## src/rtl/des_f_pipe.sv

```systemverilog
// DES round function f(R,K) = P(S(E(R) ^ K)), two registered stages (x1, f_out).
// Latency 2 clocks from accept to out_valid; one result per clock when unstalled.
// Backpressure: out_ready low holds both stages; in_ready drops only when both are full.

module des_f_sbox #(
    parameter int BOX = 1
) (
    input  logic [5:0] din,
    output logic [3:0] dout
);
    // Row-major 4x16 tables, entry 0 in the most significant nibble.
    localparam logic [255:0] TBL =
        (BOX == 1) ? 256'hE4D12FB83A6C5907_0F74E2D1A6CB9538_41E8D62BFC973A50_FC8249175B3EA06D :
        (BOX == 2) ? 256'hF18E6B34972DC05A_3D47F28EC01A69B5_0E7BA4D158C6932F_D8A13F42B67C05E9 :
        (BOX == 3) ? 256'hA09E63F51DC7B428_D709346A285ECBF1_D6498F30B12C5AE7_1AD069874FE3B52C :
        (BOX == 4) ? 256'h7DE3069A1285BC4F_D8B56F03472C1AE9_A690CB7DF13E5284_3F06A1D8945BC72E :
        (BOX == 5) ? 256'h2C417AB6853FD0E9_EB2C47D150FA3986_421BAD78F9C5630E_B8C71E2D6F09A453 :
        (BOX == 6) ? 256'hC1AF92680D34E75B_AF427C9561DE0B38_9EF528C3704A1DB6_432C95FABE17608D :
        (BOX == 7) ? 256'h4B2EF08D3C975A61_D0B7491AE35C2F86_14BDC37EAF680592_6BD814A7950FE23C :
                     256'hD2846FB1A93E50C7_1FD8A374C56B0E92_7B419CE206ADF358_21E74A8DFC90356B;

    logic [5:0] idx;
    logic [7:0] msb;

    assign idx  = {din[5], din[0], din[4:1]};
    assign msb  = 8'd255 - {idx, 2'b00};
    assign dout = TBL[msb -: 4];
endmodule

module des_f_pipe (
    input  logic        clk,
    input  logic        rst_n,
    input  logic        in_valid,
    output logic        in_ready,
    input  logic [31:0] r_in,
    input  logic [47:0] k_in,
    output logic        out_valid,
    input  logic        out_ready,
    output logic [31:0] f_out
);
    logic [47:0] e;
    logic [47:0] x1;
    logic        v1;
    logic        v2;
    logic        adv1;
    logic        adv2;
    logic [31:0] s;
    logic [31:0] p;

    // E expansion: DES bit n of R lives at r_in[32-n].
    assign e = {r_in[0],     r_in[31:27], r_in[28:23], r_in[24:19],
                r_in[20:15], r_in[16:11], r_in[12:7],  r_in[8:3],
                r_in[4:0],   r_in[31]};

    des_f_sbox #(.BOX(1)) sbox1 (.din(x1[47:42]), .dout(s[31:28]));
    des_f_sbox #(.BOX(2)) sbox2 (.din(x1[41:36]), .dout(s[27:24]));
    des_f_sbox #(.BOX(3)) sbox3 (.din(x1[35:30]), .dout(s[23:20]));
    des_f_sbox #(.BOX(4)) sbox4 (.din(x1[29:24]), .dout(s[19:16]));
    des_f_sbox #(.BOX(5)) sbox5 (.din(x1[23:18]), .dout(s[15:12]));
    des_f_sbox #(.BOX(6)) sbox6 (.din(x1[17:12]), .dout(s[11:8]));
    des_f_sbox #(.BOX(7)) sbox7 (.din(x1[11:6]),  .dout(s[7:4]));
    des_f_sbox #(.BOX(8)) sbox8 (.din(x1[5:0]),   .dout(s[3:0]));

    assign p = {s[16], s[25], s[12], s[11], s[3],  s[20], s[4],  s[15],
                s[31], s[17], s[9],  s[6],  s[27], s[14], s[1],  s[22],
                s[30], s[24], s[8],  s[18], s[0],  s[5],  s[29], s[23],
                s[13], s[19], s[2],  s[26], s[10], s[21], s[28], s[7]};

    assign adv2      = !v2 || out_ready;
    assign adv1      = !v1 || adv2;
    assign in_ready  = adv1;
    assign out_valid = v2;

    always_ff @(posedge clk or negedge rst_n) begin
        if (!rst_n) begin
            v1 <= 1'b0;
            x1 <= '0;
        end else if (adv1) begin
            v1 <= in_valid;
            if (in_valid) begin
                x1 <= e ^ k_in;
            end
        end
    end

    always_ff @(posedge clk or negedge rst_n) begin
        if (!rst_n) begin
            v2    <= 1'b0;
            f_out <= '0;
        end else if (adv2) begin
            v2 <= v1;
            if (v1) begin
                f_out <= p;
            end
        end
    end
endmodule

```

## config.mk

```make
export PLATFORM = sky130hd
export DESIGN_NAME = des_f_pipe
export DESIGN_NICKNAME = d
export VERILOG_FILES = /design/src/rtl/des_f_pipe.sv
export SDC_FILE = /design/constraint.sdc
export NUM_CORES = 1
export LEC_CHECK = 0
export CAP_MARGIN = 15
export CORE_MARGIN = 2
export CORE_UTILIZATION = 40
export CTS_CLUSTER_DIAMETER = 150
export DETAILED_ROUTE_END_ITERATION = 10
export GPL_TIMING_DRIVEN = 0
export PLACE_DENSITY = 0.63
export SLEW_MARGIN = 25
export SYNTH_ARGS = -nofsm -noshare
export SYNTH_HDL_FRONTEND = slang
export SYNTH_SLANG_ARGS = --single-unit
export TNS_END_PERCENT = 30
```

## constraint.sdc

```tcl
create_clock -name clk -period 2 [get_ports clk]
set_input_delay 0.4 -clock clk [delete_from_list [all_inputs] [get_ports clk]]
set_output_delay 0.4 -clock clk [all_outputs]
set_load 0.005 [all_outputs]
```

==> impl_metrics.toml <==
[routing]
drt_wl_total_um = 25800
drt_iter0_drc = 508
antenna_left = 0
dr_total_vias = 8325
drc = 0
dr.pass1.iters = 5
wl_per_cell_um = 17.7
drt-vias-per-instance = 5.71

[clock_tree]
clockRootBuffer = "clkbuf_16"
clk_pin_slew_ns = 0.07
cts.sinks = 82
cts_max_level = 3
clk_latency_ns = 0.36
cts_buffers = 9
clock_path_buffers = 2
cts_tree = "built"

[sta]
post-route-min-period_ns = 2.01
final.setup.tns_ns = -0.00550
relSlewSlack_pct = 53.8
finalSetupViolCount = 1
rsz0062_at_grt = "yes"
final_max_slew_viol_count = 0
skew_ns = 0.00954
min_period_over_period_pct = 100
holdWs_ns = 0.442
fmax_ghz = 0.499
hold_viol = 0
worst_slew_pin_slew_ns = 0.693
fin_ws_ns = -0.00550

[pwr]
p_sw_mw = 3.86
p_leak_nw = 4.40
power.density_nw_per_um2 = 907
swShare_pct = 40.1
power_frac_comb_pct = 56.1
finalPower_mw = 9.61
peakVddDrop_mv = 0.450
sequentialPowerShare_pct = 25.2
clkPwrFrac_pct = 18.7
intPower_mw = 5.75

[synth]
synth_area_leader_cell = "dfrtp_1"
netlist_area_um2 = 8240
synth_edf_count = 0
ys_async_sr_fraction_pct = 100
synth.ff_latch_count = 82
synth_warnings = 0
synthCells = 1025
ys_top_cells_by_area = "dfrtp_1 25%, ha_1 9.6%, a21oi_1 5.3%"
ys_seq_area_share_pct = 24.9
postSynthAreaPerCell_um2 = 8.03
yosys.area.top_type_share_pct = 24.9
synth_flop_cell = "dfrtp_1"
synth_nets = 1172
synth_cell_types = 72

[place]
place_area_um2 = 9790
dp_cells = 1413
dpl_worst_slack_ns = -0.739
port_buffers = 117
gp_congestion = 0.951
place_hpwl_um = 18300

[layout]
final_util_pct = 52.3
antenna_cells = 0
stdcell_count = 1459
final_nets = 1332
n_fill_cell = 1939
design_area_um2 = 10600
drive_above_1_share_pct = 15.4
syn2layout_area_growth_pct = 28.6

[setup_path]
cp-end-kind = "register"
r2r_cells = 9
cp-start-kind = "register"
worstPathMaxFanout = 9
worstSetupPathType = "register to register"
cp.required_ns = 2.24
path_cells = "buf_6 -> clkinvlp_4 -> ha_1 -> buf_6 -> a21oi_1 -> a31o_1 -> a21oi_1 -> o22ai_1 -> mux2_2"
timing.rr.end = "f_out[14]"
slowest_stage = "dfrtp_1"
r2r_slack_ns = -0.006
slowest_delay_ns = 0.38
timing.rr.start = "x1[38]"
worstPathArrival_ns = 2.24

[flow_run]
drv_cap = 0

[global_route]
track_usage_pct = 23.6
gr-usage-met1_pct = 32.2
globalRoute.totalOverflow = 0
grt_use_met2_pct = 38.2
met3_usage_pct = 3.80
grt_antenna_before_repair = 0
grt_pass1_wl_um = 41100
grt_max_degree = 70
grt_pass1_vias = 7759
busiest_layer = "met2"

[outcome]
violations = "setup timing"
status = "complete, but fails checks"

[floorplanning]
rows = 52
dieHeight_um = 147
die_w_um = 147
core-area_um2 = 20200
die_area_um2 = 21800
start_util_pct = 40.7
ios = 118

[hold_path]
hold_path_class = "primary input to async pin"
## final cells by class
type                       count  area [um^2]  area share [%]
timing repair buffer         149         1440            13.6
sequential                    82         2060            19.5
inverter                      45          203            1.91
clock inverter                 5         80.1           0.756
clock buffer                  10          229            2.16
multi-input combinational    807         5710            53.9
tap                          270          338            3.19
buffer                        91          528            4.99
## sequential cells by signal, indices dropped and copies added, names as in the netlist
register   count
out_valid      1
f_out         32
x1            48
v1             1
## worst max-delay path by stage
stage               slack [ns]  startpoint  cells past startpoint        end
floorplan                -0.04       x1[2]                      7  f_out[27]
global route             -0.08       x1[7]                      7  f_out[20]
CTS                      -0.03      x1[32]                      8  f_out[16]
global placement         -3.04       rst_n                      1      x1[8]
finish                  -0.006      x1[38]                      9  f_out[14]
detailed placement       -0.74   out_ready                      6  f_out[30]
## routing by layer
metal  routed length, um  vias up  part of all wire [%]
met2               12100      331                    47
met5                   0        -                     0
li1                    -     3996                     -
met1               11300     3955                    44
met3                1740       43                   6.7
met4                 687        0                   2.7
## layout by cell type (no fill, tap or decap), drive strengths merged, types with 20 or more instances in the layout
cell / count
clkbuf: 34
dfrtp: 82
a31oi: 20
nand2: 83
buf: 99
xnor2: 27
xor2: 49
a21oi: 88
nor3: 27
o21ai: 80
clkdlybuf4s50: 116
nor2: 99
inv: 40
nand2b: 25
ha: 63
mux2i: 22
## logic make-up (layout without fill, tap and decap cells)
logic type	after synthesis	count (layout)	share of synthesized area (%)
xor+xnor	76	76	8.08
compound gates	316	316	24.6
mux	43	43	7.60
flops	82	82	24.9
simple gates	309	309	17.7
buf+inv	136	300	7.48
fa+ha+maj	63	63	9.57
## cells in the mapped netlist, drive strengths merged, types with 15 or more instances
| cell | instances |
|---|---|
| mux2i | 22 |
| buf | 70 |
| a21oi | 88 |
| o21ai | 80 |
| nand2b | 25 |
| a31oi | 20 |
| inv | 45 |
| xnor2 | 27 |
| o211ai | 15 |
| dfrtp | 82 |
| xor2 | 49 |
| nor2 | 99 |
| nand2 | 83 |
| ha | 63 |
| nand3 | 15 |
| clkbuf | 21 |
| nor3 | 27 |
| mux4 | 15 |
## power groups by stage
stage          Sequential (mW)  Clock, mW  Combinational, mW
2_1_floorplan             2.42          0               3.23
3_3_place_gp              2.50          0               4.83
3_5_place_dp              2.51          0               4.86
4_1_cts                   2.45       1.83               5.11
5_1_grt                   2.48       1.90               5.90
6_report                  2.42       1.79               5.39
## worst max-delay path: cells and delay by family, from the launching register on
| kind | cells | cell delay [ns] |
|---|---|---|
| buffers and inverters | 3 | 0.42 |
| adder cells (fa/ha/maj) | 1 | 0.31 |
| multiplexers | 1 | 0.26 |
| AO/OA/AOI/OAI | 4 | 0.51 |
| flip-flops | 1 | 0.38 |
## repair_timing
action | 4_1_cts | 5_1_grt
resized for setup | 60 | 33
setup buffers | 15 | 15
setup endpoints to repair | 42 | 41
hold buffers | 1 | 0
pin swaps | 1 | 7
hold endpoints to repair | 13 | 0
Power figures use the tool's default switching activity.
